[src/rtl/pews_bf16_pkg.sv]
// Shared bf16 field constants, accumulator state encoding and a small
// leading-zero helper used by the adder's normalize step.
package pews_bf16_pkg;

  localparam int BF16_EXP_MSB = 14;
  localparam int BF16_EXP_LSB = 7;
  localparam int BF16_MAN_W   = 7;
  localparam logic [7:0] BF16_EXP_MAX = 8'hFF;

  typedef enum logic [1:0] {
    IDLE  = 2'd0,
    ACCUM = 2'd1,
    HOLD  = 2'd2
  } acc_state_t;

  // Leading zeros of an 8-bit significand; 8 when the value is zero.
  function automatic logic [3:0] lzc8(input logic [7:0] v);
    lzc8 = 4'd8;
    for (int k = 0; k < 8; k++) begin
      if (v[k]) lzc8 = 4'(7 - k);
    end
  endfunction

endpackage

[src/rtl/Addition_Subtraction.sv]
// Combinational bf16 adder: orders operands by magnitude, aligns, adds or
// subtracts and normalizes with truncation. No rounding, NaN or Inf handling;
// results that would underflow are flushed to zero.
module Addition_Subtraction
  import pews_bf16_pkg::*;
(
  input  logic [15:0] i_a,
  input  logic [15:0] i_b,
  output logic [15:0] o_result
);

  logic        w_aBig;
  logic [15:0] w_big;
  logic [15:0] w_small;
  logic [7:0]  w_bigExp;
  logic [7:0]  w_smallExp;
  logic [7:0]  w_bigMan;
  logic [7:0]  w_smallMan;
  logic [7:0]  w_expDiff;
  logic [7:0]  w_aligned;
  logic [8:0]  w_sum;
  logic [7:0]  w_diff;
  logic [7:0]  w_norm;
  logic [3:0]  w_lz;
  logic [7:0]  w_resExp;
  logic [6:0]  w_resMan;
  logic        w_resSign;
  logic        w_zero;

  // Align the smaller operand to the larger one and form the truncated sum.
  always_comb begin
    w_aBig     = (i_a[14:0] >= i_b[14:0]);
    w_big      = w_aBig ? i_a : i_b;
    w_small    = w_aBig ? i_b : i_a;
    w_bigExp   = w_big[BF16_EXP_MSB:BF16_EXP_LSB];
    w_smallExp = w_small[BF16_EXP_MSB:BF16_EXP_LSB];
    w_bigMan   = {(|w_bigExp), w_big[BF16_MAN_W-1:0]};
    w_smallMan = {(|w_smallExp), w_small[BF16_MAN_W-1:0]};
    w_expDiff  = w_bigExp - w_smallExp;
    w_aligned  = w_smallMan >> w_expDiff;
    w_sum      = {1'b0, w_bigMan} + {1'b0, w_aligned};
    w_diff     = w_bigMan - w_aligned;
    w_lz       = lzc8(w_diff);
    w_norm     = w_diff << w_lz;
    w_resSign  = w_big[15];
    w_resExp   = w_bigExp;
    w_resMan   = w_bigMan[6:0];
    w_zero     = 1'b0;
    if (i_a[15] == i_b[15]) begin
      if (w_sum[8]) begin
        w_resMan = w_sum[7:1];
        w_resExp = w_bigExp + 8'd1;
      end else begin
        w_resMan = w_sum[6:0];
      end
    end else begin
      if ((w_diff == 8'd0) || (w_bigExp <= {4'd0, w_lz})) begin
        w_zero = 1'b1;
      end else begin
        w_resMan = w_norm[6:0];
        w_resExp = w_bigExp - {4'd0, w_lz};
      end
    end
    o_result = w_zero ? 16'h0000 : {w_resSign, w_resExp, w_resMan};
  end

endmodule

[src/rtl/bf16_accumulator.sv]
// Streaming bf16 vector reduction: sums operands one per cycle until the
// last flag, then presents the total with element count and overflow flag.
module bf16_accumulator
  import pews_bf16_pkg::*;
#(
  parameter int CNT_W = 8
) (
  input  logic             clk,
  input  logic             rst,
  input  logic             in_valid,
  output logic             in_ready,
  input  logic [15:0]      in_data,
  input  logic             in_last,
  output logic             out_valid,
  input  logic             out_ready,
  output logic [15:0]      out_data,
  output logic [CNT_W-1:0] out_count,
  output logic             out_ovf
);

  localparam logic [CNT_W-1:0] CNT_ONE = {{(CNT_W-1){1'b0}}, 1'b1};
  localparam logic [CNT_W-1:0] CNT_MAX = {CNT_W{1'b1}};

  acc_state_t       r_state;
  logic [15:0]      r_acc;
  logic [CNT_W-1:0] r_cnt;
  logic             r_ovf;
  logic [15:0]      w_sum;
  logic             w_accept;
  logic             w_inOvf;
  logic             w_sumOvf;

  Addition_Subtraction u_add (
    .i_a      (r_acc),
    .i_b      (in_data),
    .o_result (w_sum)
  );

  // Handshake decode; a held sum blocks input unless it drains this cycle.
  always_comb begin
    in_ready  = ~rst & ((r_state != HOLD) | out_ready);
    w_accept  = in_valid & in_ready;
    w_inOvf   = (in_data[BF16_EXP_MSB:BF16_EXP_LSB] == BF16_EXP_MAX);
    w_sumOvf  = (w_sum[BF16_EXP_MSB:BF16_EXP_LSB] == BF16_EXP_MAX);
    out_valid = (r_state == HOLD);
    out_data  = r_acc;
    out_count = r_cnt;
    out_ovf   = r_ovf;
  end

  // Vector FSM; the first element is loaded directly so a signed zero survives.
  always_ff @(posedge clk) begin
    if (rst) begin
      r_state <= IDLE;
      r_acc   <= 16'h0000;
      r_cnt   <= '0;
      r_ovf   <= 1'b0;
    end else begin
      case (r_state)
        IDLE, HOLD: begin
          if (w_accept) begin
            r_acc   <= in_data;
            r_cnt   <= CNT_ONE;
            r_ovf   <= w_inOvf;
            r_state <= in_last ? HOLD : ACCUM;
          end else if (r_state == HOLD && out_ready) begin
            r_state <= IDLE;
          end
        end
        ACCUM: begin
          if (w_accept) begin
            r_acc   <= w_sum;
            r_cnt   <= (r_cnt == CNT_MAX) ? r_cnt : r_cnt + CNT_ONE;
            r_ovf   <= r_ovf | w_sumOvf;
            r_state <= in_last ? HOLD : ACCUM;
          end
        end
        default: r_state <= IDLE;
      endcase
    end
  end

endmodule
[config.mk]
export PLATFORM = sky130hd
export DESIGN_NAME = bf16_accumulator
export DESIGN_NICKNAME = d
export VERILOG_FILES = /design/src/rtl/pews_bf16_pkg.sv /design/src/rtl/Addition_Subtraction.sv /design/src/rtl/bf16_accumulator.sv
export SDC_FILE = /design/constraint.sdc
export NUM_CORES = 1
export LEC_CHECK = 0
export CORE_ASPECT_RATIO = 1.4
export CORE_UTILIZATION = 38
export CTS_CLUSTER_SIZE = 24
export DETAILED_ROUTE_END_ITERATION = 8
export PLACE_DENSITY = 0.54
export SYNTH_ARGS = -nofsm -noshare
export SYNTH_HDL_FRONTEND = slang
export SYNTH_SLANG_ARGS = --single-unit
[constraint.sdc]
create_clock -name clk -period 26 [get_ports clk]
set_clock_uncertainty 0.1 [all_clocks]
set_input_delay 2.6 -clock clk [delete_from_list [all_inputs] [get_ports clk]]
set_output_delay 2.6 -clock clk [all_outputs]
set_load 0.01 [all_outputs]
==> metrics.yaml <==
grt:
  antenna_found_initial: 0
  grt_start_max_net_pins: 25
  grt_pass1_wl_mm: 24.4
  gr-total-overflow: 0
  grt_use_total: 0.250
  grt_pass1_vias: 4477
floorplan:
  start_util: 0.395
  core_mm2: 0.0115
  die_w_um: 94.4
  pin_count: 48
  die_y_um: 131
  die-area_mm2: 0.0124
  fp-row-count: 46
detailed_routing:
  drc_errors: 0
  wl_per_cell_um: 19.5
  ant_nets: 0
  totalWireLength_mm: 15.3
  first_iter_violations: 230
  vias_per_cell: 6.11
  first_pass_iters: 5
  routed-via-count: 4777
critical_path:
  cpMostUsedCell: "a21oi_1"
  cp.arrival_ns: 12.08
  required_ns: 26.09
  startpoint: "in_data[10]"
  end_kind: "flop"
  critPathKind: "input port to flop"
  cp_slowest_cell: "o21a_1"
  reg2reg_from: "out_data[10]"
  cp_max_fo: 18
  critical_path.startpoint_type: "input port"
  cp_slowest_stage_delay_ns: 0.73
timing:
  hold_viol: 0
  setup_violations: 0
  layout_worst_path_cycle_share: 0.461
  fmax_ghz: 0.0834
  rsz0062_at_grt: "false"
  worst_pin_slew_ns: 0.958
  tns_ns: 0
  setup_slack_ns: 14.01
  slew_headroom: 0.359
  period_minus_slack_ns: 11.99
  holdWs_ns: 0.445
  finalMaxSlewViolations: 0
synthesis:
  ys_warn_count: 0
  synth-async-reset-ratio: 0
  yosysSeqAreaShare: 0.119
  yosys_register_bits: 27
  avgSynthCellArea_um2: 7.31
  syn_inst: 621
  synth_edf_count: 0
  synthFlopType: "dfxtp_1"
  ys_types: 81
  synth.net_count: 683
  synth_area_mm2: 0.00454
clock_tree:
  cts_made_buffers: 3
  cts.clk_slew.worst_paths_ns: 0.08
  cts_resized: 0
  post_cts_buffers: 0
  cts_tree: "yes"
  clock_path_buffers: 2
  hold_buffers: 0
  cts-root-buf: "clkbuf_16"
  clkSinkCount: 27
  clock_latency_ns: 0.28
  htreeDepth: 1
layout:
  layout-drive-gt1-share: 0.0564
  diodes: 0
  final_cell_mix: "61 x nor2_1, 50 x nand2_1, 47 x clkdlybuf4s50_1"
  final_cell_area_mm2: 0.00513
  layout.nets: 701
  synthToLayoutAreaGrowth_pct: 13.0
  layout_commonest_cell: "nor2_1"
place:
  hpwl_mm: 11.9
  post-place-ws_ns: 13.93
  numPortBuffers: 47
  gp_congestion: 0.878
  placed_area_mm2: 0.00505
outcome:
  status: "finished clean"
pwr:
  irDropWorstVdd_uv: 20.6
  p_total_mw: 0.234
  power.density_mw_per_mm2: 45.6
  leakage_nw: 1.98
run:
  maxCapViolations: 0
worst_hold_path:
  hp-class: "flop to flop"
  worstHoldStart: "out_count[1]"
cells in the mapped netlist (all sizes together) (6+ instances only):
library cell | n | share of area
and3 | 12 | 0.017
dfxtp | 27 | 0.12
nand4 | 7 | 0.016
buf | 13 | 0.019
clkbuf | 25 | 0.021
o21ai | 38 | 0.043
ha | 38 | 0.10
nor4 | 11 | 0.015
nor3 | 25 | 0.029
mux2i | 31 | 0.068
a211oi | 14 | 0.026
xor2 | 16 | 0.031
or4 | 6 | 0.0099
nor2 | 62 | 0.052
a21oi | 44 | 0.048
mux2 | 6 | 0.016
a21o | 8 | 0.013
xnor2 | 15 | 0.031
nand2 | 50 | 0.041
o211ai | 10 | 0.017
nand3 | 19 | 0.021
inv | 38 | 0.031
or3 | 8 | 0.011
nor2b | 9 | 0.012
path summary, 6_finish.rpt:
check	cells past startpoint	end	slack, ns
setup reg to reg	29	out_data[2]	16.58
hold reg to reg	2	out_count[1]	0.45
setup / recovery	31	out_data[2]	14.01
hold / removal	2	out_count[1]	0.45
worst max-delay path, delay by kind of cell:
kind	cells	cell delay, ns
AOI/OAI and AO/OA	15	4.26
buffers and inverters	3	0.86
adders and majority gates	4	1.54
and+or+nand+nor	8	2.63
xor gates and xnor gates	1	0.19
routing by layer:
metal  vias to the layer above  global-route usage  part of all wire
li1                       2346                   -                 -
met1                      2274               0.317              0.42
met2                       121               0.428              0.51
met3                        36              0.0156             0.036
met4                         0               0.106             0.041
met5                         -                   0                 0
registers in the layout, indices dropped and copies added (netlist names):
name	flops
out_count	8
r_state	2
out_ovf	1
out_data	16
cell families after synthesis:
group / after synthesis / synth area share
simple gates: 227 / 0.256
compound gates: 179 / 0.275
buf+inv: 76 / 0.0713
fa+ha+maj: 41 / 0.118
mux: 40 / 0.0989
xor+xnor: 31 / 0.0614
flops: 27 / 0.119
cell type report:
cell class / instances / area [um^2]
tap: 144 / 180
inverter: 38 / 143
sequential: 27 / 541
clock buffer: 3 / 75.1
timing repair buffer: 51 / 500
multi-input combinational: 518 / 3680
clock inverter: 1 / 7.51
fill: 1213 / 6380
metrics by stage:
stage	util	std cells
after global routing	0.446	782
final	0.446	782
after global placement	0.439	778
after CTS	0.446	782
after detailed placement	0.439	778
after floorplan	-	621
where the power goes:
| group | internal, mW | switching (mW) | total [mW] |
|---|---|---|---|
| sequential | 0.0436 | 0.00524 | 0.0489 |
| combinational | 0.0577 | 0.0888 | 0.147 |
| clock | 0.0210 | 0.0176 | 0.0387 |
| total | 0.122 | 0.112 | 0.234 |
Note: power is estimated with default switching activity, not from simulation.
